### config.mk
export PLATFORM = sky130hd
export DESIGN_NAME = fetch_prefetch
export DESIGN_NICKNAME = d
export VERILOG_FILES = /design/src/rtl/fetch_prefetch_pkg.sv /design/src/rtl/fetch_prefetch_fifo.sv /design/src/rtl/fetch_prefetch.sv
export SDC_FILE = /design/constraint.sdc
export NUM_CORES = 1
export LEC_CHECK = 0
export BUFFER_PORTS_ARGS = -buffer_cell sky130_fd_sc_hd__buf_4
export CAP_MARGIN = 20
export CORE_UTILIZATION = 50
export DETAILED_ROUTE_END_ITERATION = 6
export GPL_ROUTABILITY_DRIVEN = 0
export PLACE_DENSITY = 0.71
export SYNTH_ARGS = -nofsm -noshare
export SYNTH_HDL_FRONTEND = slang
export SYNTH_SLANG_ARGS = --single-unit
### constraint.sdc
create_clock -name cpu_clk -period 8.8 [get_ports cpu_clk]
set_clock_uncertainty 0.2 [all_clocks]
set_input_delay 0 -clock cpu_clk [delete_from_list [all_inputs] [get_ports cpu_clk]]
set_output_delay 0 -clock cpu_clk [all_outputs]
set_load 0.02 [all_outputs]
### src/rtl/fetch_prefetch_pkg.sv
// fetch_prefetch_pkg: shared definitions for the instruction prefetch stage.
//   FP_ADDR_WIDTH / FP_INSTR_WIDTH : default address and instruction widths
//   INSTR_BYTES                    : byte size of one instruction (PC step)
//   NOP_BUBBLE                     : value driven to decode when nothing is queued
//   is_misaligned()                : flags a fetch target not on an instruction boundary
package fetch_prefetch_pkg;

  localparam int FP_ADDR_WIDTH  = 32;
  localparam int FP_INSTR_WIDTH = 32;
  localparam int INSTR_BYTES    = 4;
  localparam int NOP_BUBBLE     = 0;

  function automatic logic is_misaligned(input logic [1:0] lsb);
    return |lsb;
  endfunction

endpackage

### src/rtl/fetch_prefetch_fifo.sv
// fetch_prefetch_fifo: synchronous queue of {pc, instr} pairs between imem and decode.
//   cpu_clk, cpu_rstn       : clock, asynchronous active-low reset
//   push, push_pc/instr     : enqueue one entry (ignored when full)
//   pop                     : dequeue head (ignored when empty)
//   flush                   : empty the queue; wins over push/pop
//   head_valid/pc/instr     : head entry, read combinationally from storage
//   count                   : number of queued entries
// DEPTH must be a power of two so the pointers wrap without compare logic.
module fetch_prefetch_fifo #(
  parameter int AW    = 32,
  parameter int IW    = 32,
  parameter int DEPTH = 4
) (
  input  logic                       cpu_clk,
  input  logic                       cpu_rstn,
  input  logic                       push,
  input  logic [AW-1:0]              push_pc,
  input  logic [IW-1:0]              push_instr,
  input  logic                       pop,
  input  logic                       flush,
  output logic                       head_valid,
  output logic [AW-1:0]              head_pc,
  output logic [IW-1:0]              head_instr,
  output logic [$clog2(DEPTH+1)-1:0] count
);

  localparam int PW = $clog2(DEPTH);
  localparam int CW = $clog2(DEPTH+1);

  logic [AW-1:0] pc_mem    [DEPTH];
  logic [IW-1:0] instr_mem [DEPTH];
  logic [PW-1:0] wr_ptr;
  logic [PW-1:0] rd_ptr;
  logic [CW-1:0] cnt;
  logic          do_push;
  logic          do_pop;

  assign do_push = push & ~flush & (cnt != CW'(DEPTH));
  assign do_pop  = pop  & ~flush & (cnt != '0);

  always_ff @(posedge cpu_clk or negedge cpu_rstn) begin
    if (!cpu_rstn) begin
      wr_ptr <= '0;
      rd_ptr <= '0;
      cnt    <= '0;
    end else if (flush) begin
      wr_ptr <= '0;
      rd_ptr <= '0;
      cnt    <= '0;
    end else begin
      if (do_push) wr_ptr <= wr_ptr + PW'(1);
      if (do_pop)  rd_ptr <= rd_ptr + PW'(1);
      if (do_push && !do_pop)      cnt <= cnt + CW'(1);
      else if (!do_push && do_pop) cnt <= cnt - CW'(1);
    end
  end

  // storage carries no reset: only entries covered by cnt are ever observed
  always_ff @(posedge cpu_clk) begin
    if (do_push) begin
      pc_mem[wr_ptr]    <= push_pc;
      instr_mem[wr_ptr] <= push_instr;
    end
  end

  assign head_valid = (cnt != '0);
  assign head_pc    = pc_mem[rd_ptr];
  assign head_instr = instr_mem[rd_ptr];
  assign count      = cnt;

endmodule

### src/rtl/fetch_prefetch.sv
// fetch_prefetch: instruction fetch with a DEPTH-entry prefetch queue and up to
// MAX_OUTST pipelined imem requests.
//   cpu_clk, cpu_rstn            : clock, asynchronous active-low reset
//   boot_addr                    : first fetch address after reset
//   redirect, redirect_pc        : flush and restart fetch at a resolved target
//   halt                         : debug halt, blocks new requests only
//   imem_req/addr/gnt            : request channel to imem_ctrl
//   imem_rvalid/rdata            : in-order response channel from imem_ctrl
//   if_valid/instr_dec/pc_dec    : queue head to decode, dec_ready consumes it
//   pc_misaligned, fault_pc      : last redirect target was misaligned
//   occupancy                    : queued entries
module fetch_prefetch
  import fetch_prefetch_pkg::*;
#(
  parameter int ADDR_WIDTH  = FP_ADDR_WIDTH,
  parameter int INSTR_WIDTH = FP_INSTR_WIDTH,
  parameter int DEPTH       = 4,
  parameter int MAX_OUTST   = 2
) (
  input  logic                       cpu_clk,
  input  logic                       cpu_rstn,
  input  logic [ADDR_WIDTH-1:0]      boot_addr,
  input  logic                       redirect,
  input  logic [ADDR_WIDTH-1:0]      redirect_pc,
  input  logic                       halt,
  output logic                       imem_req,
  output logic [ADDR_WIDTH-1:0]      imem_addr,
  input  logic                       imem_gnt,
  input  logic                       imem_rvalid,
  input  logic [INSTR_WIDTH-1:0]     imem_rdata,
  output logic                       if_valid,
  output logic [INSTR_WIDTH-1:0]     instr_dec,
  output logic [ADDR_WIDTH-1:0]      pc_dec,
  input  logic                       dec_ready,
  output logic                       pc_misaligned,
  output logic [ADDR_WIDTH-1:0]      fault_pc,
  output logic [$clog2(DEPTH+1)-1:0] occupancy
);

  localparam int CW = $clog2(DEPTH+1);
  localparam int OW = $clog2(MAX_OUTST+1);
  localparam logic [ADDR_WIDTH-1:0] PC_STEP = ADDR_WIDTH'(INSTR_BYTES);

  logic [ADDR_WIDTH-1:0]  fetch_pc;
  logic [ADDR_WIDTH-1:0]  rsp_pc;
  logic                   fetch_boot;
  logic                   rsp_boot;
  logic [ADDR_WIDTH-1:0]  fetch_pc_cur;
  logic [ADDR_WIDTH-1:0]  rsp_pc_cur;
  logic [OW-1:0]          outst;
  logic [OW-1:0]          outst_nxt;
  logic [OW-1:0]          drop_cnt;
  logic                   misaligned;
  logic [ADDR_WIDTH-1:0]  fault_pc_q;
  logic [CW-1:0]          count;
  logic                   credit_ok;
  logic                   gnt_fire;
  logic                   rsp_take;
  logic                   push;
  logic                   pop;
  logic                   fifo_valid;
  logic [ADDR_WIDTH-1:0]  head_pc;
  logic [INSTR_WIDTH-1:0] head_instr;

  // PCs reset to a constant and follow boot_addr through a flag, so the
  // asynchronous reset never has to load a non-constant value.
  assign fetch_pc_cur = fetch_boot ? boot_addr : fetch_pc;
  assign rsp_pc_cur   = rsp_boot   ? boot_addr : rsp_pc;

  // Every granted request reserves a queue slot, so pushes never overflow.
  assign credit_ok = (32'(count) + 32'(outst)) < 32'(DEPTH);
  assign imem_req  = cpu_rstn & ~redirect & ~halt & ~misaligned
                   & (32'(outst) < 32'(MAX_OUTST)) & credit_ok;
  assign imem_addr = fetch_pc_cur;
  assign gnt_fire  = imem_req & imem_gnt;

  // A response with nothing outstanding is outside contract; ignoring it
  // keeps the credit counter from wrapping.
  assign rsp_take  = imem_rvalid & (outst != '0);
  assign push      = rsp_take & (drop_cnt == '0) & ~redirect;
  assign pop       = fifo_valid & dec_ready & ~redirect;

  always_comb begin
    outst_nxt = outst;
    if (gnt_fire) outst_nxt = outst_nxt + OW'(1);
    if (rsp_take) outst_nxt = outst_nxt - OW'(1);
  end

  always_ff @(posedge cpu_clk or negedge cpu_rstn) begin
    if (!cpu_rstn) begin
      fetch_pc   <= '0;
      rsp_pc     <= '0;
      fetch_boot <= 1'b1;
      rsp_boot   <= 1'b1;
      outst      <= '0;
      drop_cnt   <= '0;
      misaligned <= 1'b0;
      fault_pc_q <= '0;
    end else begin
      outst <= outst_nxt;
      if (redirect) begin
        fetch_pc   <= redirect_pc;
        rsp_pc     <= redirect_pc;
        fetch_boot <= 1'b0;
        rsp_boot   <= 1'b0;
        // whatever is still in flight after this cycle belongs to the old path
        drop_cnt   <= outst_nxt;
        misaligned <= is_misaligned(redirect_pc[1:0]);
        fault_pc_q <= is_misaligned(redirect_pc[1:0]) ? redirect_pc : '0;
      end else begin
        if (gnt_fire) begin
          fetch_pc   <= fetch_pc_cur + PC_STEP;
          fetch_boot <= 1'b0;
        end
        if (push) begin
          rsp_pc   <= rsp_pc_cur + PC_STEP;
          rsp_boot <= 1'b0;
        end
        if (rsp_take && (drop_cnt != '0)) drop_cnt <= drop_cnt - OW'(1);
      end
    end
  end

  fetch_prefetch_fifo #(
    .AW    (ADDR_WIDTH),
    .IW    (INSTR_WIDTH),
    .DEPTH (DEPTH)
  ) u_fifo (
    .cpu_clk    (cpu_clk),
    .cpu_rstn   (cpu_rstn),
    .push       (push),
    .push_pc    (rsp_pc_cur),
    .push_instr (imem_rdata),
    .pop        (pop),
    .flush      (redirect),
    .head_valid (fifo_valid),
    .head_pc    (head_pc),
    .head_instr (head_instr),
    .count      (count)
  );

  assign if_valid      = fifo_valid;
  assign instr_dec     = fifo_valid ? head_instr : INSTR_WIDTH'(NOP_BUBBLE);
  assign pc_dec        = fifo_valid ? head_pc : rsp_pc_cur;
  assign pc_misaligned = misaligned;
  assign fault_pc      = fault_pc_q;
  assign occupancy     = count;

endmodule

==> key figures <==
Clock tree
  – CTS sink count: 366
  – Postcts setup bufs: 0
  – Bufs on Longest Clock Path: 3
  – Root buf cell: clkbuf_16
  – CTS tree: built
  – Clock buffer count from CTS: 38
  – Htree depth: 2
  – Worst-Skew Late Latency: 0.53 ns
  – Clock transition at path regs: 0.06 ns

STA
  – Final Hold Viols: 0
  – Maximum clock rate: 0.226 GHz
  – Rel. slew slack: 34.4%
  – Slew Limit Fails: 0
  – TNS Setup: 0 ns
  – Final period util: 50.2%
  – RSZ-0062 raised after global routing: false
  – Slew @ Worst Pin: 0.984 ns
  – Period minus WS final: 4.42 ns
  – Final Setup Violations: 0

Finish
  – Share of cells above drive strength 1: 26.3%
  – Fin nets: 1,690
  – Layout area overhead: 29.3%
  – Commonest non-fill, non-tap cell in the layout: edfxtp_1
  – Fill cell count: 2,377
  – Most frequent cells in the layout: edfxtp_1, buf_4, dlygate4sd3_1, nand2_1, dfrtp_1
  – ANT cells: 0

Pwr
  – Reg power frac: 39.9%
  – Logic gate share of total power: 31.7%
  – Pwr dens: 241 mW/mm2
  – Net load switching power: 1650 uW
  – Max VDD drop: 0.148 mV
  – Switching share of power: 31.7%
  – Clock power share: 28.5%
  – Pleak: 0.00799 uW
  – Internal power: 3560 uW
  – Overall power: 5210 uW

Critical path
  – CP arrival: 4.62 ns
  – Critical path capture point type: flip-flop
  – Cell mode on critical path: dlygate4sd3_1
  – Largest stage delay on the critical path: 0.61 ns
  – CP top delay family: buffers and inverters
  – Worst Setup Start Kind: flip-flop
  – CP required: 9.00 ns
  – Worst path bufs/invs: 4
  – Critical-path top delay cell: dlygate4sd3_1
  – Crit path kind: flip-flop to flip-flop
  – CP cell instances: buf_4, mux2_2, ha_1, nand4_1, a22oi_1, dlygate4sd3_1, xnor2_1, dlygate4sd3_1, o211ai_1, dlygate4sd3_1
  – Max Fanout on Critical Path: 75

Synthesis
  – Mux contribution to synthesized area: 13.2%
  – EDFF count, synth: 256
  – Yosys reg bits: 366
  – Async SR Flop Fraction: 30.1%
  – Synth unique cells: 62
  – Synth Area in Simple Gates: 9.40%
  – Synthesized Nets: 1,311
  – Primary FF master, synth: edfxtp_1
  – Synthesized area: 0.0167 mm2
  – Compound-Gate Fraction of Synth Area: 8.40%
  – Largest family of logic cells by synthesized area: multiplexers
  – Xor-xnor portion of the synthesized cell area: 2.99%
  – Post-synthesis cell count: 1,198
  – Yosys Warn Count: 0
  – Adder-Cell Fraction of Synth Area: 0.794%
  – Sequential area share after synthesis: 62.5%
  – Mean Syn Cell Area: 13.9 um2

Drt
  – Drt pass-1 iters: 5
  – Vias per cell: 5.64
  – WL final: 41,500 um
  – Mean routed wirelength per cell: 20.3 um
  – Vias: 11,500
  – Antenna viol nets, final: 0
  – Residual DRC: 0
  – Detailed Route Iter0 Violations: 837

Job
  – Max_cap viols: 0

Run status
  – Status: finished clean

Die
  – Starting density of the core: 51.1%
  – Vert. Die Dim: 185 um
  – Io pins: 237
  – Die Width: 185 um
  – Site Rows: 66
  – Die area: 0.0342 mm2
  – Core area: 0.0327 mm2

Global route
  – Largest net degree at the start of global routing: 94
  – Vias in the first global route: 11,700
  – Total global routing overflow: 0
  – Gr usage total: 24.4%
  – First-pass GRT wire length: 64,100 um
  – Initial antenna violation count: 0

Place
  – Post-DP HPWL: 25,500 um
  – IO buf count: 236

Hold path
  – Hold Path Class: input pin to flip-flop
==> registers in the layout, summed over array words and instances, names as in the netlist, 2 cells and up <==
register          flops
drop_cnt              2
fault_pc             32
u_fifo.count          3
u_fifo.pc_mem       128
u_fifo.wr_ptr         2
rsp_pc               32
fetch_pc             32
outst                 2
u_fifo.instr_mem    128
u_fifo.rd_ptr         2
==> cell families (layout without fill, tap and decap cells) <==
| logic type | count (synthesis) | count (layout) |
|---|---|---|
| adders and majority gates | 10 | 10 |
| buffers and inverters | 115 | 522 |
| muxes | 135 | 135 |
| AOI/OAI and AO/OA | 204 | 204 |
| and+or+nand+nor | 311 | 311 |
| DFF | 366 | 366 |
| xor gates and xnor gates | 57 | 57 |
==> per-layer routing <==
metal  vias to the layer above  track usage (%)  share of wire (%)
li1                       5278                -                  -
met1                      5754             34.6                 44
met2                       449             39.5                 48
met3                        66             4.19                6.5
met4                         0             6.05                1.8
met5                         -                0                  0
==> synth_stat cells, drive strengths merged, types with 3 or more instances <==
master / number / area share [%]
o211ai: 43 / 2.0
nor2: 32 / 0.72
nand4b: 9 / 0.56
xnor2: 49 / 2.6
and3: 3 / 0.11
clkbuf: 41 / 0.92
ha: 9 / 0.67
a21boi: 3 / 0.13
o22ai: 3 / 0.11
mux2i: 34 / 2.0
a32oi: 3 / 0.16
a22oi: 8 / 0.36
o21ai: 54 / 1.6
a21o: 5 / 0.22
nor3: 13 / 0.42
buf: 27 / 0.79
nand3: 28 / 0.93
a31oi: 3 / 0.11
or3: 5 / 0.19
o21a: 3 / 0.13
nand2b: 5 / 0.19
edfxtp: 256 / 46
inv: 47 / 1.1
mux4: 64 / 8.6
a21oi: 28 / 0.84
nor2b: 6 / 0.22
o31ai: 5 / 0.22
mux2: 37 / 2.5
nand3b: 14 / 0.63
dfrtp: 108 / 16
nand4: 14 / 0.52
and2: 43 / 1.6
nand2: 133 / 3.0
xor2: 8 / 0.42
o2bb2ai: 30 / 1.6
==> final cells by class <==
class                           instances  area (um2)  share of cell area [%]
Sequential cell                       366       10400                    48.4
Multi-Input combinational cell        717        5820                    27.0
Timing Repair Buffer                  407        3460                    16.0
Clock buffer                           54        1060                    4.91
Tap cell                              442         553                    2.56
Inverter                               47         176                   0.817
Clock inverter                         14        82.6                   0.382
==> what timing repair did <==
item                      4_1_cts  5_1_grt
hold endpoints to repair      425        0
hold buffers                  157        0
gates resized for setup         0        0
==> worst register-to-register path, delay by kind of cell, from the launching register on <==
family / cells / cell delay, ns
compound gates: 2 / 0.34
xor+xnor: 1 / 0.12
fa+ha+maj: 1 / 0.26
buf+inv: 4 / 2.35
flops: 1 / 0.51
mux: 1 / 0.34
simple gates: 1 / 0.18
==> power groups by stage <==
stage | sequential, uW | combinational [uW] | clock (uW)
after CTS | 2080 | 1660 | 1510
after floorplan | 2090 | 974 | 0
final | 2080 | 1650 | 1480
after global placement | 2110 | 1550 | 0
after detailed placement | 2110 | 1570 | 0
after global routing | 2090 | 1780 | 1580
==> stage by stage <==
stage	setup slack [ns]	hold slack [ns]	utilization, %	instance area, um2	std cells
floorplan	4.95	-0.496	-	16700	1198
global placement	4.90	-0.277	57.7	18900	1822
detailed placement	4.81	-0.275	57.7	18900	1822
CTS	4.46	0.00633	66.1	21600	2047
global route	4.14	0.0214	66.1	21600	2047
finish	4.38	0.0209	66.1	21600	2047
==> final timing paths <==
kind | start | to | slack [ns] | cells after the start
max in group asynchronous | cpu_rstn | fault_pc[29] | 6.77 | 5
min in group asynchronous | cpu_rstn | fault_pc[10] | 0.42 | 4
max | fetch_boot | fetch_pc[8] | 4.38 | 10
min reg2reg | fault_pc[27] | fault_pc[27] | 0.29 | 1
max reg2reg | fetch_boot | fetch_pc[8] | 4.38 | 10
min | imem_rdata[7] | u_fifo.instr_mem[0][7] | 0.02 | 2
Power figures use the tool's default switching activity.
